==> config.mk <==
export PLATFORM = sky130hd
export DESIGN_NAME = rr_decoder_arbiter
export DESIGN_NICKNAME = d
export VERILOG_FILES = /design/src/rtl/rr_arb_pkg.sv /design/src/rtl/decoder_m2n_high_v2.sv /design/src/rtl/rr_pick.sv /design/src/rtl/rr_decoder_arbiter.sv
export SDC_FILE = /design/constraint.sdc
export NUM_CORES = 1
export LEC_CHECK = 0
export ABC_AREA = 1
export CORE_MARGIN = 3
export CORE_UTILIZATION = 50
export CTS_CLUSTER_SIZE = 25
export DETAILED_ROUTE_END_ITERATION = 6
export PLACE_DENSITY_LB_ADDON = 0.25
export SLEW_MARGIN = 25
export SYNTH_ARGS = -nofsm -noshare
export SYNTH_HDL_FRONTEND = slang
export SYNTH_SLANG_ARGS = --single-unit
==> constraint.sdc <==
create_clock -name clk -period 1.9 [get_ports clk]
set_input_delay 0.38 -clock clk [delete_from_list [all_inputs] [get_ports clk]]
set_output_delay 0.38 -clock clk [all_outputs]
set_load 0.01 [all_outputs]
==> src/rtl/rr_arb_pkg.sv <==
// rtl/rr_arb_pkg.sv - shared types and helpers for the round-robin decoder arbiter
// Contents:
//   arb_state_e : arbiter FSM states (idle, owner granted, break-before-make gap)
//   onehot_m    : index to one-hot mask (LSB = index 0), truncated by the caller
package rr_arb_pkg;

   typedef enum logic [1:0] {
      ARB_IDLE  = 2'd0,
      ARB_GRANT = 2'd1,
      ARB_GAP   = 2'd2
   } arb_state_e;

   function automatic logic [31:0] onehot_m(input int unsigned idx);
      return 32'd1 << idx;
   endfunction

endpackage

==> src/rtl/decoder_m2n_high_v2.sv <==
// rtl/decoder_m2n_high_v2.sv - M-to-2**M active-high decoder with enable
// Ports:
//   a  in  M      encoded select
//   en in  1      enable; all outputs low when 0
//   y  out 2**M   one-hot select, y[a] = en
module decoder_m2n_high_v2 #(
   parameter int M = 2
) (
   input  logic [M-1:0]      a,
   input  logic              en,
   output logic [(2**M)-1:0] y
);

   localparam int N = 2**M;

   always_comb begin
      y = '0;
      if (en) begin
         y[a] = 1'b1;
      end
   end

endmodule

==> src/rtl/rr_pick.sv <==
// rtl/rr_pick.sv - combinational rotating-priority picker
// Ports:
//   req  in  2**M  request vector
//   ptr  in  M     highest-priority index; priority falls ptr, ptr+1, ... mod 2**M
//   pick out M     first requesting index in that order (0 when none)
//   any  out 1     at least one request present
module rr_pick #(
   parameter int M = 2
) (
   input  logic [(2**M)-1:0] req,
   input  logic [M-1:0]      ptr,
   output logic [M-1:0]      pick,
   output logic              any
);

   localparam int N = 2**M;

   logic [M-1:0] idx;

   // Scan from the farthest offset back to ptr so the nearest requester
   // overwrites the others; the M-bit add wraps modulo N for free.
   always_comb begin
      pick = '0;
      any  = 1'b0;
      idx  = '0;
      for (int k = N - 1; k >= 0; k--) begin
         idx = ptr + M'(k);
         if (req[idx]) begin
            pick = idx;
            any  = 1'b1;
         end
      end
   end

endmodule

==> src/rtl/rr_decoder_arbiter.sv <==
// rtl/rr_decoder_arbiter.sv - round-robin arbiter driving a shared decoder select bus
// Ports:
//   clk        in  1  system clock, rising edge
//   rst_n      in  1  asynchronous active-low reset
//   req        in  N  level request per requester, held until done
//   gnt_valid  out 1  a grant is active (decoder enable)
//   gnt_idx    out M  index of current or last owner
//   gnt_onehot out N  decoded grant, zero outside a tenure
//   busy       out 1  arbiter not idle
module rr_decoder_arbiter
   import rr_arb_pkg::*;
#(
   parameter int M        = 2,
   parameter int N        = 2**M,
   parameter int MAX_HOLD = 16
) (
   input  logic         clk,
   input  logic         rst_n,
   input  logic [N-1:0] req,
   output logic         gnt_valid,
   output logic [M-1:0] gnt_idx,
   output logic [N-1:0] gnt_onehot,
   output logic         busy
);

   localparam int HW = (MAX_HOLD > 1) ? $clog2(MAX_HOLD) : 1;
   localparam logic [HW-1:0] HOLD_LAST = HW'(MAX_HOLD - 1);

   arb_state_e    state, state_n;
   logic [M-1:0]  ptr, ptr_n;
   logic [M-1:0]  gnt_idx_n;
   logic [HW-1:0] hold_cnt, hold_cnt_n;

   logic [M-1:0]  pick_ptr;
   logic [M-1:0]  pick;
   logic          any;
   logic          contended;

   // In GAP the search already starts just past the outgoing owner, the same
   // value ptr takes on the way out of GAP.
   assign pick_ptr = (state == ARB_GAP) ? (gnt_idx + M'(1)) : ptr;

   rr_pick #(.M(M)) u_pick (
      .req  (req),
      .ptr  (pick_ptr),
      .pick (pick),
      .any  (any)
   );

   assign contended = |(req & ~N'(onehot_m(32'(gnt_idx))));

   always_ff @(posedge clk or negedge rst_n) begin
      if (!rst_n) begin
         state    <= ARB_IDLE;
         gnt_idx  <= '0;
         ptr      <= '0;
         hold_cnt <= '0;
      end else begin
         state    <= state_n;
         gnt_idx  <= gnt_idx_n;
         ptr      <= ptr_n;
         hold_cnt <= hold_cnt_n;
      end
   end

   always_comb begin
      state_n    = state;
      gnt_idx_n  = gnt_idx;
      ptr_n      = ptr;
      hold_cnt_n = hold_cnt;
      case (state)
         ARB_IDLE: begin
            if (any) begin
               state_n    = ARB_GRANT;
               gnt_idx_n  = pick;
               hold_cnt_n = '0;
            end
         end
         ARB_GRANT: begin
            // Release and preemption both funnel into the same single GAP.
            if (!req[gnt_idx] || ((hold_cnt == HOLD_LAST) && contended)) begin
               state_n = ARB_GAP;
            end else if (hold_cnt != HOLD_LAST) begin
               hold_cnt_n = hold_cnt + HW'(1);
            end
         end
         ARB_GAP: begin
            ptr_n = gnt_idx + M'(1);
            if (any) begin
               state_n    = ARB_GRANT;
               gnt_idx_n  = pick;
               hold_cnt_n = '0;
            end else begin
               state_n = ARB_IDLE;
            end
         end
         default: begin
            state_n = ARB_IDLE;
         end
      endcase
   end

   // Outputs come from registered state only, so reset drops them at once
   // and req has no combinational path to the select bus.
   assign gnt_valid = (state == ARB_GRANT);
   assign busy      = (state != ARB_IDLE);

   decoder_m2n_high_v2 #(.M(M)) u_dec (
      .a  (gnt_idx),
      .en (gnt_valid),
      .y  (gnt_onehot)
   );

endmodule

* Yosys cells after proc, flatten, opt, wreduce, memory -nomap -nowiden *
Cells that the tools add are included.

cells by class
  multiplexer cells = 30
  equal/unequal tests = 9
  magnitude comparators = 6
  shifts and indexed selects = 1
  reduce and logical (&&, ||, !) cells = 12
  $add $sub $neg = 5
  bitwise operators = 2

operators with widths
  cell                 number
  $mux 4               4
  $lt 2x3->1 const B   5
  $mux 2               7
  $mux 1               11
  $bmux 1 s2           5
  $pmux 4 s2           1
  $ne 2x1->1 const B   3
  $pmux 2 s3           1
  $add 2x1->2 const B  2
  $add 2x2->2 const B  2
  $add 4x1->4 const B  1
  $and 4x4->4          1
  $eq 4x4->1 const B   1
  $ne 2x2->1 const B   2
  $ne 4x4->1 const B   1
  $not 4->4            1
  $reduce_and 2->1     2
  $reduce_and 4->1     1
  $reduce_bool 2->1    2
  $reduce_or 4->1      1
  $shl 1x2->4 const A  1
  $demux 1 s2          1
  $eq 2x1->1 const B   1
  $eq 2x2->1 const B   1
  6 further kinds      7

word-level totals
  input port bits = 6
  output and inout port bits = 8
  register bits after elaboration = 10

* Depth between registers and ports, before layout *
Gate-level depths: netlist of run 1.

  depth in word-level cells = 11
  mapped depth = 12

* Modules after synthesis *
Synthesis of run 1 repeated with hierarchy kept, for this count alone.

unflattened totals
  cells, all modules = 132
  area, all modules = 897.1 um^2

by module, submodules not included
  module               times used  cells each  seq. area each (um^2)  area an instance (um^2)
  rr_decoder_arbiter   1           80          250.2                  651.9
  rr_pick              1           44          0.0                    215.2
  decoder_m2n_high_v2  1           8           0.0                    30.0

* Worst setup path before layout of run 1 *
OpenSTA, ideal clock, no wires.

  path kind = register -> register
  start point = register gnt_idx[0]
  end point = register gnt_idx[0]
  required time = 1.783 ns
  period minus slack after synthesis = 1.642 ns
  stages on the path, launching flop included = 12
  path slack = 0.258 ns
  arrival = 1.525 ns
  setup time = 0.117 ns
  path through = dfrtp_1 -> inv_2 -> ha_1 -> nand3b_1 -> nand2_1 -> nand2_1 -> nand2_1 -> nand2_1 -> nand3_2 -> nand3_1 -> nand3_1 -> nand2_1

on the way
  longest elaborated chain between the ends = 10

ends and longest elaborated chain
  what                          line                      source
  from (decl)                   rr_decoder_arbiter.sv:21  output logic [M-1:0] gnt_idx,
  from (signal assigned)        rr_decoder_arbiter.sv:60  gnt_idx <= gnt_idx_n;
  $add 2x1->2 (*)               rr_decoder_arbiter.sv:41  assign pick_ptr = (state == ARB_GAP) ? (gnt_idx + M'(1)) : ptr;
  $mux 2 (*)                    --
  $add 2x2->2                   rr_pick.sv:27             idx = ptr + M'(k);
  $bmux 1 s2                    rr_pick.sv:28             if (req[idx]) begin
  $mux 1 (implied by the code)  rr_pick.sv:28
  $mux 1 (4 in a row)           rr_pick.sv:28
  $reduce_and 2->1 (no line)    --

Mark *: on every way between the ends. The rest lies on a longest branch, timed or not. The select of a mux whose other input is x is not followed.
A chain may end at the register's enable or synchronous reset.

* Final worst setup path of run 1 *
  start point = register state[0]
  end point = output busy

on the way
  longest elaborated chain between the ends = 1

ends and longest elaborated chain
  what                    line                       source
  from (decl)             rr_decoder_arbiter.sv:29   arb_state_e state, state_n;
  from (signal assigned)  rr_decoder_arbiter.sv:59   state <= state_n;
  $reduce_bool 2->1       rr_decoder_arbiter.sv:106  assign busy = (state != ARB_IDLE);
  to (decl)               rr_decoder_arbiter.sv:23   output logic busy

No other way between the ends.

==> flow_summary.json, run 1 <==
{
  "outcome": "finished, final reports clean",
  "multi_input_area_sq_um": 523,
  "fin_nets": 167,
  "tritoncts": "done",
  "slew-limit-headroom_pct": 67.5,
  "yosys_warnings": 0,
  "path_clk_slew_ns": 0.08,
  "fill_cells": 110,
  "cp_max_fo": 4,
  "ys_types": 18,
  "worst_ep_required_time_ns": 1.52,
  "synthesis.instances": 126,
  "cts_made_buffers": 3,
  "port_buffers": 13,
  "ff2ff_path_depth": 12,
  "p_per_area_nw_per_um2": 1810,
  "drive_gt1_share_pct": 25.2,
  "hold_violations": 0,
  "place_ws_ns": -0.0152,
  "antenna_found_initial": 0,
  "drt-initial-drc-count": 31,
  "worstMarginPinSlew_ns": 0.486,
  "cts_buffer_depth": 2,
  "hp-class": "in2async",
  "max-cap-violations": 0,
  "synth_edf_count": 0,
  "dp_cells": 161,
  "grt_usage_pct": 24.5,
  "vias": 929,
  "die_h_microns": 46.4,
  "place.gp.congestion": 0.943,
  "wire_per_inst_microns": 14.0,
  "finalSetupViolCount": 0,
  "rows": 13,
  "coreArea_sq_um": 1420,
  "drtAntennaViolNets": 0,
  "areaGrowthSynthToFinish_pct": 37.6,
  "avgViaCountPerCell": 5.46,
  "seqCellArea_sq_um": 254,
  "ir_worst_vdd_mv": 1.28,
  "start_util_pct": 57.6,
  "insertion_delay_ns": 0.27,
  "overflow": 0,
  "async_flop_share_pct": 100,
  "ctsHoldBuffers": 0,
  "drt_wl_total_microns": 2380,
  "layout_setup_ws_ns": 0.0245,
  "min_period_over_period_pct": 98.7,
  "slew_viol_final": 0,
  "finalPower_mw": 2.03,
  "grt_max_degree": 11,
  "ios": 14,
  "die-area_sq_um": 2150,
  "postPlaceCellArea_sq_um": 1020,
  "synth_seq_cells": 10,
  "period_minus_slack_ns": 1.88,
  "cts_root_buffer": "clkbuf_4",
  "final_cells": 170,
  "critical_path_class": "reg2out",
  "cp.arrival_ns": 1.50,
  "grt_pass1_vias": 850,
  "place_hpwl_microns": 1640,
  "finClkSkew_ns": 0.00777,
  "die_w_microns": 46.4,
  "crit_path_end_kind": "output pin",
  "clock-sinks": 10,
  "synthFlopType": "dfrtp_1",
  "drc": 0,
  "synth-seq-area-share_pct": 30.7,
  "layout_common_cells": "nand2_1, nand3_1, inv_1, nor2_1, buf_4",
  "synth_fp_nets": 137,
  "utilization_pct": 79.3,
  "syn_avg_cell_area_sq_um": 6.47,
  "grt_pass1_wl_microns": 3770,
  "drt-pass1-iter-count": 4,
  "p_leak_nw": 0.609,
  "startpoint_type": "flop",
  "synthesis.area_sq_um": 816,
  "htree_levels": 1,
  "max_freq_mhz": 533,
  "finalInstanceArea_sq_um": 1120,
  "final_common_cell": "nand2_1",
  "num_antenna_cells": 0
}
-- synthesized netlist by cell type, types with 2 or more instances --
cell     instances  area, sq um
inv_1           16         60.1
nand2_2          5         31.3
nor2_1          13         48.8
nand2_1         39          146
ha_1             5         62.6
o21ai_0          5         25.0
dfrtp_1         10          250
nand3_1         19         95.1
inv_2            2         7.51
a21oi_1          2         10.0
o22ai_1          3         18.8
-- critical path, cell delays in order (launching register included) --
cell             delay [ns]
dfrtp_1                0.42
or2_2                  0.32
clkdlybuf4s50_1        0.49
-- cell families after synthesis --
logic type / share of synthesized area, %
AOI/OAI and AO/OA: 8.43
xor gates and xnor gates: 1.07
adders and majority gates: 7.67
DFF: 30.7
and+or+nand+nor: 43.9
buffers and inverters: 8.28
-- stage by stage --
| stage | hold WS (ns) | TNS, ns |
|---|---|---|
| global route | 0.455 | -0.0665 |
| CTS | 0.437 | 0 |
| global placement | 0.546 | 0 |
| detailed placement | 0.552 | -0.0338 |
| finish | 0.430 | 0 |
| floorplan | 0.0844 | 0 |
-- path summary, 6_finish.rpt --
kind / slack (ns) / endpoint / from
worst max register to register: 0.11 / gnt_idx[0] / gnt_idx[0]
min in group clk: 0.57 / hold_cnt[0] / hold_cnt[0]
worst min-delay path: 0.43 / hold_cnt[2] / rst_n
worst min register to register: 0.57 / hold_cnt[0] / hold_cnt[0]
worst max-delay path: 0.02 / busy / state[0]
max in group asynchronous: 1.11 / gnt_idx[1] / rst_n
-- area by class of cell --
type	instances	share of cell area, %
inverters	18	6.24
well taps	15	1.67
multi-input cells	98	46.6
clock buffers	4	3.23
flip-flops and latches	10	22.6
repair buffers	25	19.6
-- layer usage --
layer | GRT usage [%] | vias to the layer above | share of wire [%]
met5 | 0 | - | 0
met4 | 2.27 | 0 | 0.42
met3 | 8.59 | 2 | 7.3
met2 | 38.2 | 33 | 47
met1 | 33.8 | 431 | 46
li1 | - | 463 | -
-- what timing repair did --
action,in CTS,in global routing
pin swaps,0,3
setup buffers,4,1
gates resized for setup,10,13
hold endpoints to repair,0,0
setup endpoints to repair,6,11
-- registers in the layout, indices dropped and copies added, names as in the netlist --
signal	flops
gnt_idx	2
ptr	2
hold_cnt	4
state	2
-- report_power, final --
group          switching [mW]  internal (mW)  leakage [nW]
Clock                  0.0836          0.116        0.0210
Combinational           0.814          0.604         0.464
Sequential             0.0978          0.312         0.124
Total                   0.995           1.03         0.609
No activity file was read; power rests on OpenSTA's default activity.
==> run 2, diff against run 1 <==
--- a/config.mk
+++ b/config.mk
@@ -6,7 +6,6 @@
 export NUM_CORES = 1
 export LEC_CHECK = 0
 export ABC_AREA = 1
-export CORE_MARGIN = 3
 export CORE_UTILIZATION = 50
 export CTS_CLUSTER_SIZE = 25
 export DETAILED_ROUTE_END_ITERATION = 6
==> flow_summary.json, run 2 (synthesized netlist as in run 1, its figures left out) <==
{
  "areaGrowthSynthToFinish_pct": 29.8,
  "p_sw_mw": 0.887,
  "cp.arrival_ns": 1.40,
  "vias": 893,
  "p_sw_share_pct": 49.4,
  "layout_common_cells": "nand2_1, nand3_1, inv_1, nor2_1, buf_4",
  "max_freq_mhz": 561,
  "worst_ep_required_time_ns": 1.52,
  "drtAntennaViolNets": 0,
  "place.gp.congestion": 0.846,
  "min_period_over_period_pct": 93.9,
  "comb_power_share_pct": 69.9,
  "clock-sinks": 10,
  "path_clk_slew_ns": 0.06,
  "drc": 0,
  "regMostFlops": "hold_cnt",
  "cts_root_buffer": "clkbuf_4",
  "finalSetupViolCount": 0,
  "finalPower_mw": 1.80,
  "start_util_pct": 54.2,
  "startpoint_type": "flop",
  "tritoncts": "done",
  "slew-limit-headroom_pct": 70.8,
  "overflow": 0,
  "largest_reg_flops": 4,
  "hold_violations": 0,
  "tns_ns": 0,
  "finClkSkew_ns": 0.00443,
  "hp-class": "in2async",
  "ir_worst_vdd_mv": 1.03,
  "num_antenna_cells": 0,
  "rsz0062_at_grt": "no",
  "utilization_pct": 70.3,
  "antenna_found_initial": 0,
  "insertion_delay_ns": 0.26,
  "fin_nets": 164,
  "drt-pass1-iter-count": 4,
  "place_hpwl_microns": 1530,
  "max-cap-violations": 0,
  "wire_per_inst_microns": 12.1,
  "drive_gt1_share_pct": 17.2,
  "grt_max_degree": 11,
  "final_common_cell": "nand2_1",
  "rows": 14,
  "critical_path_class": "reg2out",
  "drt_wl_total_microns": 2020,
  "ctsHoldBuffers": 0,
  "cts_buffer_depth": 2,
  "die_w_microns": 42.4,
  "outcome": "finished, final reports clean",
  "fill_cells": 138,
  "die-area_sq_um": 1800,
  "port_buffers": 13,
  "p_int_mw": 0.908,
  "grt_usage_pct": 25.7,
  "crit_path_end_kind": "output pin",
  "avgViaCountPerCell": 5.35,
  "cp_max_fo": 5,
  "ios": 14,
  "drt-initial-drc-count": 27,
  "layout_setup_ws_ns": 0.116,
  "r2r-end": "gnt_idx[0]",
  "htree_levels": 1,
  "place_ws_ns": 0.0165,
  "grt_pass1_vias": 803,
  "die_h_microns": 42.4,
  "ff2ff_path_depth": 11,
  "pwr-share-seq_pct": 22.4,
  "cts_made_buffers": 3,
  "coreArea_sq_um": 1510,
  "slew_viol_final": 0,
  "worstMarginPinSlew_ns": 0.437,
  "r2r_start": "gnt_idx[0]",
  "p_leak_nw": 0.589,
  "grt_pass1_wl_microns": 3520,
  "p_per_area_nw_per_um2": 1700,
  "period_minus_slack_ns": 1.78,
  "rrSetupSlack_ns": 0.20,
  "pwr-share-clk_pct": 7.7
}
[run 2: cell types whose count changed in the layout (fill, tap and decap cells not counted), moves of 2 or more]
cell | previous run | this run
nand2_2 | 7 | 5
nand2_1 | 37 | 39
buf_4 | 11 | 9
nand3_2 | 4 | 1
dlygate4sd2_1 | 2 | 5
nand3_1 | 16 | 19
[run 2: how the worst max path moves through the flow]
stage | start | to | slack [ns] | cells after the start
detailed placement | req[0] | hold_cnt[0] | 0.02 | 8
CTS | state[1] | gnt_valid | 0.003 | 3
floorplan | gnt_idx[0] | gnt_idx[0] | 0.26 | 11
global placement | req[1] | hold_cnt[1] | 0.07 | 7
global route | gnt_idx[0] | gnt_idx[0] | 0.03 | 12
finish | gnt_idx[1] | gnt_onehot[3] | 0.12 | 5
[run 2: metrics by stage]
stage,instance area [sq um],instances,hold slack (ns)
final,1060,167,0.424
after global routing,1060,167,0.465
after CTS,1040,165,0.433
after detailed placement,1000,160,0.541
after global placement,1000,160,0.548
after floorplan,816,126,0.0844
[run 2: per-layer routing]
| layer | vias up | routed length (microns) | global-route usage, % |
|---|---|---|---|
| met2 | 34 | 961 | 38.2 |
| met1 | 401 | 916 | 37.8 |
| met3 | 2 | 134 | 6.47 |
| met5 | - | 0 | 0 |
| li1 | 456 | - | - |
| met4 | 0 | 9 | 5.63 |
[run 2: repair_timing]
item                                   4_1_cts  5_1_grt
resized for setup                            9        1
buffers inserted                             2        2
endpoints found under the hold margin        0        0
setup endpoints to repair                    5        1
[run 2: area by class of cell]
type                            count  area, sq um  share of cell area (%)
Sequential cell                    10          254                    24.0
Timing Repair Buffer               22          194                    18.3
Tap cell                           16         20.0                    1.89
Inverter                           18         67.6                    6.38
Clock buffer                        3         22.5                    2.13
Multi-Input combinational cell     98          500                    47.3
[run 2: power by group through the flow]
stage          Sequential [mW]  Clock (mW)  Combinational [mW]
2_1_floorplan            0.401           0               0.781
3_3_place_gp             0.414           0                1.16
3_5_place_dp             0.419           0                1.19
4_1_cts                  0.405       0.143                1.23
5_1_grt                  0.411       0.155                1.43
6_report                 0.402       0.138                1.26
[run 2: worst max-delay path: stages, from the launching register on]
cell and delay [ns]:
dfrtp_2 0.43, buf_4 0.16, ha_1 0.19, inv_1 0.05, nor2_1 0.04, dlygate4sd2_1 0.28
